<file path="src/rtl/window_pkg.sv">
// Shared types and widths for the 3x3 window controller.
package window_pkg;
  localparam int CNT_W  = 10;
  localparam int FCNT_W = 16;

  typedef enum logic [1:0] {
    S_IDLE = 2'd0,
    S_RUN  = 2'd1,
    S_DONE = 2'd2
  } state_e;
endpackage

</file>
<file path="src/rtl/window_pos_cnt.sv">
// Column/row position counter for the word stream; raster order, wraps to (0,0) after the last word.
module window_pos_cnt
  import window_pkg::*;
#(
  parameter int IMG_W = 8,
  parameter int IMG_H = 8
) (
  input  logic             clk,
  input  logic             rst,
  input  logic             i_en,
  output logic [CNT_W-1:0] o_col,
  output logic [CNT_W-1:0] o_row,
  output logic             o_last
);
  logic [CNT_W-1:0] r_col, r_row;
  logic             w_col_end, w_row_end;

  assign w_col_end = (r_col == CNT_W'(IMG_W - 1));
  assign w_row_end = (r_row == CNT_W'(IMG_H - 1));

  always_ff @(posedge clk) begin
    if (rst) begin
      r_col <= '0;
      r_row <= '0;
    end else if (i_en) begin
      if (w_col_end) begin
        r_col <= '0;
        // the frame's last word rolls straight back to the origin for the next frame
        r_row <= w_row_end ? '0 : r_row + 1'b1;
      end else begin
        r_col <= r_col + 1'b1;
      end
    end
  end

  assign o_col  = r_col;
  assign o_row  = r_row;
  assign o_last = w_col_end & w_row_end;
endmodule

</file>
<file path="src/rtl/window_ctrl.sv">
// Frame controller for a 3x3 word sliding window: gates upstream words into the shift chains
// and reports window centres. Define WINDOW_CTRL_FRAME_CNT_EN to add the frame_cnt output.
module window_ctrl
  import window_pkg::*;
#(
  parameter int IMG_W = 8,
  parameter int IMG_H = 8
) (
  input  logic              clk,
  input  logic              rst,
  input  logic              start,
  input  logic              in_valid,
  output logic              in_ready,
  input  logic              out_ready,
  output logic              shift_en,
  output logic              window_valid,
  output logic [CNT_W-1:0]  win_col,
  output logic [CNT_W-1:0]  win_row,
  output logic              busy,
`ifdef WINDOW_CTRL_FRAME_CNT_EN
  output logic [FCNT_W-1:0] frame_cnt,
`endif
  output logic              done
);
  state_e           r_state, w_next;
  logic             w_in_ready, w_acc, w_win, w_last;
  logic [CNT_W-1:0] w_col, w_row;
  logic             r_wv;
  logic [CNT_W-1:0] r_wc, r_wr;

  // reset masks acceptance so no word is shifted in a reset cycle
  assign w_in_ready = (r_state == S_RUN) & out_ready & ~rst;
  assign w_acc      = in_valid & w_in_ready;
  assign w_win      = w_acc & (w_col >= CNT_W'(2)) & (w_row >= CNT_W'(2));

  window_pos_cnt #(.IMG_W(IMG_W), .IMG_H(IMG_H)) u_pos (
    .clk    (clk),
    .rst    (rst),
    .i_en   (w_acc),
    .o_col  (w_col),
    .o_row  (w_row),
    .o_last (w_last)
  );

  always_ff @(posedge clk) begin
    if (rst) r_state <= S_IDLE;
    else     r_state <= w_next;
  end

  always_comb begin
    w_next = r_state;
    case (r_state)
      S_IDLE:  if (start) w_next = S_RUN;
      S_RUN:   if (w_acc && w_last) w_next = S_DONE;
      S_DONE:  w_next = S_IDLE;
      default: w_next = S_IDLE;
    endcase
  end

  // the accepted word is the bottom-right of the window, so the centre is one up and one left
  always_ff @(posedge clk) begin
    if (rst) begin
      r_wv <= 1'b0;
      r_wc <= '0;
      r_wr <= '0;
    end else begin
      r_wv <= w_win;
      if (w_win) begin
        r_wc <= w_col - 1'b1;
        r_wr <= w_row - 1'b1;
      end
    end
  end

`ifdef WINDOW_CTRL_FRAME_CNT_EN
  logic [FCNT_W-1:0] r_fcnt;
  always_ff @(posedge clk) begin
    if (rst)                                    r_fcnt <= '0;
    else if (r_state == S_RUN && w_next == S_DONE) r_fcnt <= r_fcnt + 1'b1;
  end
  assign frame_cnt = r_fcnt;
`endif

  assign in_ready     = w_in_ready;
  assign shift_en     = w_acc;
  assign window_valid = r_wv;
  assign win_col      = r_wc;
  assign win_row      = r_wr;
  assign busy         = (r_state == S_RUN);
  assign done         = (r_state == S_DONE);
endmodule

</file>
<file path="config.mk">
export PLATFORM = sky130hd
export DESIGN_NAME = window_ctrl
export DESIGN_NICKNAME = d
export VERILOG_FILES = /design/src/rtl/window_pkg.sv /design/src/rtl/window_pos_cnt.sv /design/src/rtl/window_ctrl.sv
export SDC_FILE = /design/constraint.sdc
export NUM_CORES = 1
export LEC_CHECK = 0
export CAP_MARGIN = 20
export CORE_MARGIN = 10
export CORE_UTILIZATION = 25
export DETAILED_ROUTE_END_ITERATION = 12
export SYNTH_ARGS = -nofsm -noshare
export SYNTH_HDL_FRONTEND = slang
export SYNTH_HIERARCHICAL = 1
export SYNTH_SLANG_ARGS = --single-unit
</file>
<file path="constraint.sdc">
create_clock -name clk -period 3.25 [get_ports clk]
set_clock_uncertainty 0.15 [all_clocks]
set_input_delay 0.65 -clock clk [delete_from_list [all_inputs] [get_ports clk]]
set_output_delay 0.65 -clock clk [all_outputs]
set_load 0.01 [all_outputs]
</file>
==> impl_metrics.toml, run 1 <==
[status]
status = "finished, final reports clean"

[sta]
max_slew_margin_pct = 49.0
finalHoldViolCount = 0
setup_viol = 0
min_period_ps = 3110
worst_pin_slew_ps = 757
max_freq_ghz = 0.322
holdWs_ps = 325
rsz0062_at_grt = "no"
finalCritPeriodShare_pct = 95.6
slew_viol_final = 0
tns_ps = 0
setup_ws_ps = 142

[routing]
wl_um = 5710
dr_total_vias = 1871
antenna_left = 0
viasPerCell = 4.92
route.detailed.drc = 0
drt_iter0_drc = 155
avgRoutedWirePerCell_um = 15.0
drt_first_pass_iters = 4

[global_routing]
grt_max_degree = 36
use_met2_pct = 12.4
gr-total-overflow = 0
global_route.usage.met3_pct = 2.43
globalRouteTotalUtil_pct = 8.88
grt_antenna_before_repair = 0
busiest_layer = "met1"
groute.layer.met1.usage_pct = 12.6
grt_first_pass_wirelength_um = 9600
grt_pass1_vias = 1877

[yosys]
synthesis.area_sq_um = 2280
synth-xor-area-share_pct = 9.24
yosysWarnings = 6
synth_edf_count = 0
ys_types = 40
ys_seq_elements = 43
synth_top_area_cell = "dfxtp_1"
synth_top_family_by_area = "simple AND/OR/NAND/NOR gates"
synth_nets = 253
yosys-top-cells-count = "dfxtp_1, a31oi_1, a211oi_2"
synth_most_common_cell = "dfxtp_1"
synth_area_per_cell_sq_um = 9.40
synth_top_area_share_pct = 37.8
synthArstFlopShare_pct = 0
synth_area_leaders = "dfxtp_1, a211oi_2, a31oi_1"
ys_seq_area_share_pct = 37.8
synth_fa_ha_area_share_pct = 3.30
yosys-mux-area-fraction_pct = 0
synth_compound_area_share_pct = 21.2
synth_flop_cell = "dfxtp_1"
synthCells = 242
synth-simple-area-share_pct = 24.3

[placed_design]
place_ws_ps = 123
post-dp-hpwl_um = 3900
routabilityCongestion = 0.840
dp.cells = 372
io_buffers = 29

[floorplanning]
die_width_um = 115
dieArea_sq_um = 13300
rows = 34
start_util_pct = 25.8
core_sq_um = 8810
io_pins = 30
die_h_um = 115

[clock_tree]
cts_hold_buffers = 0
clkLatencyLatePin_ps = 300
tritoncts = "yes"
cts.sinks = 43
post-cts-setup-buffers = 0
cts-buffers-inserted = 5
path_clk_slew_ps = 80
cts_max_level = 2
cts.path.max_buffers = 2
root_buffer = "clkbuf_8"
cts_resized = 0

[critical_path]
required_ps = 2450
crit_type = "input pin to primary output"
max_stage_delay_ps = 570
cpMostUsedCell = "clkdlybuf4s50_1"
cp.arrival_ps = 2310
reg2regPathDepth = 4
reg2reg_setup_slack_ps = 760
startpoint_type = "input pin"
reg2reg_to = "win_row[1]$_SDFFE_PP0P_"
worstReg2RegStart = "u_pos/o_col[5]$_SDFFE_PP0P_"
cpMaxStageDelayCell = "clkdlybuf4s50_1"
cp-end-kind = "primary output"
path_cells = "clkdlybuf4s50_1 -> nor4bb_1 -> and2_1 -> clkdlybuf4s50_1"
path_max_fanout = 3

[hold_path]
hold_class = "flop to flop"
worstHoldStart = "r_state[1]$_SDFFE_PP0P_"
holdPathStages = 1
worstHoldEndpoint = "r_state[0]$_SDFFE_PP0P_"

[final_layout]
final_nets = 282
antenna_cells = 0
layoutNonFillerInstCount = 380
drive_gt1_share_pct = 16.2
area_delta_synth_final_pct = 22.6
fillers = 892
multi_input_area_sq_um = 1320
seq_area_sq_um = 861

[pwr]
total_power_mw = 0.993
power.leakage_nw = 0.937
powerDensity_nw_per_um2 = 356
peakVddDrop_mv = 0.155

[flow_run]
cap_violations = 0
[layer usage]
metal  wire, um  part of all wire [%]
met2       2330                    41
met1       2940                    51
met5          0                     0
met3        346                   6.1
met4         91                   1.6
[power by group]
| group | switching (mW) | total (mW) | internal (mW) |
|---|---|---|---|
| clock network | 0.199 | 0.428 | 0.229 |
| logic | 0.0205 | 0.0351 | 0.0146 |
| registers | 0.00157 | 0.529 | 0.528 |
[final cells by class]
class                           count  area share, %
Clock buffer                        5           2.47
Clock inverter                      3           1.57
Inverter                            5          0.673
Multi-Input combinational cell    180           47.3
Sequential cell                    43           30.9
Tap cell                          108           4.84
Timing Repair Buffer               36           12.3
[kinds of logic after synthesis]
logic type               Yosys count
buffers and inverters             19
AO/OA/AOI/OAI                     57
adder cells (fa/ha/maj)            6
XOR/XNOR                          24
AND/OR/NAND/NOR                   93
flip-flops                        43
[worst max-delay path by stage]
stage	start	endpoint	slack [ps]
floorplan	out_ready	u_pos/o_row[8]$_SDFFE_PP0P_	80
global placement	out_ready	u_pos/o_col[9]$_SDFFE_PP0P_	220
detailed placement	rst	u_pos/o_col[9]$_SDFFE_PP0P_	120
CTS	rst	shift_en	120
global route	rst	shift_en	60
finish	rst	shift_en	140
[registers in the layout, summed over array words and instances, names as in the netlist]
| signal | cells |
|---|---|
| u_pos/o_col | 10 |
| u_pos/o_row | 10 |
| win_col | 10 |
| win_row | 10 |
| r_state | 2 |
| window_valid | 1 |
[layout by cell type, fill, tap and decap left out, drive strengths merged, types with 7 or more instances in the layout]
master / instances
a211oi: 18
a21oi: 9
a31oi: 20
buf: 7
clkdlybuf4s50: 29
dfxtp: 43
nand2: 13
nand3: 9
nand4: 9
nor2: 14
nor3: 13
or4: 8
xnor2: 12
xor2: 12
[critical path: cells and delay by family]
| kind | cells | cell delay, ps |
|---|---|---|
| AND/OR/NAND/NOR | 2 | 640 |
| buffers and inverters | 2 | 1010 |
[per-stage QoR]
step / cell area (sq um) / utilization, %
4_1_cts: 2790 / 31.7
3_5_place_dp: 2680 / 30.4
3_3_place_gp: 2680 / 30.4
2_1_floorplan: 2280 / -
5_1_grt: 2790 / 31.7
6_report: 2790 / 31.7
(Power assumes the default switching activity.)
==> inputs of run 2 (changes only) <==
ABC_AREA = 1   (was default)
CTS_BUF_LIST = sky130_fd_sc_hd__clkbuf_8 sky130_fd_sc_hd__clkbuf_16   (was default)
==> run 2 against run 1 <==
  * Final cell count grew 55%
  * Non-clock buffer count shrank 4
  * Via count grew 34%
  * First-iteration DRC count grew 13%
  * Worst hold slack lost 54 ps
  * Sequential cell count is the same
  * Critical path type unchanged
  * Largest power group unchanged
  * Highest routed layer unchanged
==> impl_metrics.toml, run 2 <==
[final_layout]
final_common_cell = "nand2_1"
multi_input_area_sq_um = 1470
final_nets = 462
seq_area_sq_um = 861
area_delta_synth_final_pct = 21.1
antenna_cells = 0
final_cell_mix = "nand2_1, nor2_1, inv_1"
fin_area_sq_um = 3190
drive_gt1_share_pct = 7.96
fillers = 1128

[critical_path]
crit_type = "input pin to primary output"
path_max_fanout = 3
cp.arrival_ps = 2080
cp-end-kind = "primary output"
required_ps = 2450
startpoint_type = "input pin"

[routing]
antenna_left = 0
drt_iter0_drc = 175
dr_total_vias = 2505
avgRoutedWirePerCell_um = 10.3
viasPerCell = 4.26
route.detailed.drc = 0
drt_first_pass_iters = 4
wl_um = 6080

[global_routing]
gr-total-overflow = 0
globalRouteTotalUtil_pct = 8.44
grt_first_pass_wirelength_um = 10600
grt_max_degree = 35
grt_antenna_before_repair = 0
grt_pass1_vias = 2339

[pwr]
peakVddDrop_mv = 0.161
power.leakage_nw = 1.52
powerDensity_nw_per_um2 = 315

[yosys]
synth_flop_cell = "dfxtp_1"
synthesis.area_sq_um = 2640
synth_nets = 429
ys_seq_elements = 43
yosysWarnings = 6
synth_edf_count = 0
ys_seq_area_share_pct = 32.6
ys_types = 30
synth_area_per_cell_sq_um = 6.31
synth_top_area_cell = "dfxtp_1"
synthCells = 418
synth_most_common_cell = "nand2_1"
synth_top_area_share_pct = 32.6
yosys-top-cells-count = "nand2_1, nor2_1, inv_1"
synth_area_leaders = "dfxtp_1, nand2_1, nor2_1"
synthArstFlopShare_pct = 0

[clock_tree]
root_buffer = "clkbuf_8"
cts-buffers-inserted = 5
cts.path.max_buffers = 2
cts.sinks = 43
post-cts-setup-buffers = 0
tritoncts = "yes"
cts_hold_buffers = 0
cts_resized = 0
path_clk_slew_ps = 80
cts_max_level = 2
clkLatencyLatePin_ps = 290

[sta]
min_period_ps = 2880
max_freq_ghz = 0.347
finalCritPeriodShare_pct = 88.6
worst_pin_slew_ps = 496
setup_ws_ps = 371
slew_viol_final = 0
finalHoldViolCount = 0
tns_ps = 0
setup_viol = 0
max_slew_margin_pct = 66.8
rsz0062_at_grt = "no"

[floorplanning]
start_util_pct = 25.5
io_pins = 30
die_h_um = 123
die_width_um = 123
core_sq_um = 10300
dieArea_sq_um = 15100
rows = 37

[placed_design]
routabilityCongestion = 0.837
post-dp-hpwl_um = 4620
io_buffers = 29
place_ws_ps = 342
postPlaceCellArea_sq_um = 3080

[status]
status = "finished, final reports clean"

[hold_path]
hold_class = "flop to flop"

[flow_run]
cap_violations = 0
## run 2: changes by cell type after synthesis, moves of 9 or more
cell,before,now
clkbuf_1,10,1
xnor2_1,12,3
nand2_1,13,113
nor3_1,12,3
a211oi_2,17,0
inv_1,5,66
nand3_1,8,28
nor2_1,14,88
a31oi_1,20,0
## run 2: layer usage
| metal | part of all wire, % | vias up | GRT usage [%] |
|---|---|---|---|
| met5 | 0 | - | 0 |
| met4 | 1.9 | 0 | 2.80 |
| met3 | 7.6 | 12 | 2.75 |
| met2 | 45 | 64 | 13.3 |
| met1 | 46 | 1102 | 10.6 |
| li1 | - | 1327 | - |
## run 2: report_power, final
part | leakage, nW | total [mW] | internal [mW] | switching [mW]
logic | 1.11 | 0.0402 | 0.0161 | 0.0242
clock network | 0.0612 | 0.436 | 0.249 | 0.187
registers | 0.347 | 0.529 | 0.527 | 0.00120
## run 2: worst max-delay path, cell delays in order
cell	delay, ps
clkdlybuf4s50_1	470
inv_2	80
nand2_1	80
nor2_4	100
nand2_2	90
inv_2	70
clkdlybuf4s50_1	550
## run 2: final cells by class
| class | count | share of cell area (%) |
|---|---|---|
| Clock inverter | 2 | 1.10 |
| Inverter | 70 | 8.23 |
| Sequential cell | 43 | 27.0 |
| Tap cell | 136 | 5.33 |
| Multi-Input combinational cell | 299 | 46.0 |
| Clock buffer | 6 | 2.59 |
| Timing Repair Buffer | 32 | 9.80 |
## run 2: kinds of logic (layout without fill, tap and decap cells)
group,after synthesis,in the layout,synth area share [%]
flops,43,43,32.6
compound gates,14,14,2.89
buf+inv,76,110,11.7
fa+ha+maj,6,6,2.85
simple gates,267,267,46.0
xor+xnor,12,12,3.99
## run 2: worst paths after layout
check | from | to | slack, ps | depth (start not counted)
min | r_state[1]$_SDFFE_PP0P_ | r_state[0]$_SDFFE_PP0P_ | 270 | 1
min reg2reg | r_state[1]$_SDFFE_PP0P_ | r_state[0]$_SDFFE_PP0P_ | 270 | 1
max reg2reg | u_pos/o_col[0]$_SDFFE_PP0P_ | win_row[5]$_SDFFE_PP0P_ | 1140 | 9
max | rst | shift_en | 370 | 7
## run 2: per-stage QoR
stage	total power, mW	utilization [%]	hold slack (ps)	cells
2_1_floorplan	0.564	-	249	418
3_3_place_gp	0.582	29.8	258	580
3_5_place_dp	0.582	29.8	265	580
4_1_cts	1.02	30.9	277	588
5_1_grt	1.05	30.9	309	588
6_report	1.00	30.9	271	588
==> inputs of run 3 (changes only) <==
PLACE_DENSITY_LB_ADDON = 0.2   (was default)
==> run 3 against run 2 <==
  * Die area is the same
  * Final cell count decreased by 0.34%
  * Clock power is 27% lower
  * Setup slack better by 25 ps
  * Sequential power about the same
  * Sequential cell count unchanged
  * Register-to-register slack better by 20 ps
  * Non-clock buffer count unchanged
  * Via count decreased by 4.3%
==> impl_metrics.toml, run 3 (synthesis results as in run 2) <==
[sta]
max_slew_margin_pct = 68.4
finalCritPeriodShare_pct = 87.8
max_freq_ghz = 0.350
tns_ps = 0
rsz0062_at_grt = "no"
slew_viol_final = 0
setup_ws_ps = 396
finalHoldViolCount = 0
min_period_ps = 2850
setup_viol = 0
worst_pin_slew_ps = 473

[global_routing]
gr-total-overflow = 0
grt_pass1_vias = 2238
grt_max_degree = 35
grt_first_pass_wirelength_um = 10500
grt_antenna_before_repair = 0
globalRouteTotalUtil_pct = 8.52

[clock_tree]
root_buffer = "clkbuf_8"
cts_hold_buffers = 0
cts-buffers-inserted = 5
post-cts-setup-buffers = 0
cts.path.max_buffers = 2
tritoncts = "yes"
cts_max_level = 2
cts.sinks = 43
path_clk_slew_ps = 70
cts_resized = 0
clkLatencyLatePin_ps = 300

[routing]
viasPerCell = 4.09
drt_first_pass_iters = 4
avgRoutedWirePerCell_um = 10.5
dr_total_vias = 2398
route.detailed.drc = 0
antenna_left = 0
wl_um = 6180
drt_iter0_drc = 166

[floorplanning]
start_util_pct = 25.5
rows = 37
die_width_um = 123
io_pins = 30
die_h_um = 123
dieArea_sq_um = 15100
core_sq_um = 10300

[final_layout]
layoutNonFillerInstCount = 586
final_nets = 462
drive_gt1_share_pct = 7.33
antenna_cells = 0
area_delta_synth_final_pct = 19.4
final_common_cell = "nand2_1"
final_cell_mix = "nand2_1, nor2_1, inv_1"
fillers = 1173

[pwr]
power.leakage_nw = 1.50
peakVddDrop_mv = 0.111
powerDensity_nw_per_um2 = 281

[placed_design]
routabilityCongestion = 0.777
dp.cells = 580
post-dp-hpwl_um = 4600
io_buffers = 29
place_ws_ps = 383

[hold_path]
holdPathStages = 1
hold_class = "flop to flop"
worstHoldStart = "r_state[1]$_SDFFE_PP0P_"
worstHoldEndpoint = "r_state[0]$_SDFFE_PP0P_"

[critical_path]
path_max_fanout = 3
reg2regPathDepth = 9
crit_type = "input pin to primary output"
cp.arrival_ps = 2050
reg2reg_to = "win_col[2]$_SDFFE_PP0P_"
worstReg2RegStart = "u_pos/o_col[0]$_SDFFE_PP0P_"
required_ps = 2450
startpoint_type = "input pin"
cp-end-kind = "primary output"
reg2reg_setup_slack_ps = 1160

[flow_run]
cap_violations = 0

[status]
status = "finished, final reports clean"
run 3: layout make-up:
class	count	area, sq um	area share, %
multi-input combinational	299	1470	46.7
sequential	43	861	27.3
timing repair buffer	32	313	9.94
inverter	70	263	8.35
tap	136	170	5.41
clock buffer	5	68.8	2.19
clock inverter	1	3.75	0.119
run 3: metrics by stage:
step | hold WS, ps | cell area (sq um) | power (mW) | util, %
3_3_place_gp | 256 | 3080 | 0.582 | 29.8
6_report | 271 | 3150 | 0.886 | 30.5
2_1_floorplan | 249 | 2640 | 0.564 | -
3_5_place_dp | 260 | 3080 | 0.581 | 29.8
5_1_grt | 298 | 3150 | 0.935 | 30.5
4_1_cts | 272 | 3150 | 0.908 | 30.5
run 3: critical path: stages:
cell	delay, ps
clkdlybuf4s50_1	450
inv_2	80
nand2_1	70
nor2_4	90
nand2_2	90
inv_2	80
clkdlybuf4s50_1	540
run 3: worst max path at each step:
stage,from,endpoint,depth (start not counted)
floorplan,rst,u_pos/o_col[8]$_SDFFE_PP0P_,11
global placement,rst,shift_en,7
detailed placement,rst,shift_en,7
CTS,rst,shift_en,7
global route,rst,shift_en,7
finish,rst,shift_en,7
run 3: per-layer routing:
metal	global-route usage (%)	part of all wire (%)	up-vias
li1	-	-	1324
met1	11.1	51	1031
met2	13.1	42	38
met3	2.30	5.2	5
met4	3.31	1.7	0
met5	0	0	-
run 3: power breakdown:
group,internal (mW),switching [mW]
clock network,0.140,0.177
registers,0.528,0.00124
logic,0.0160,0.0235
total,0.684,0.202
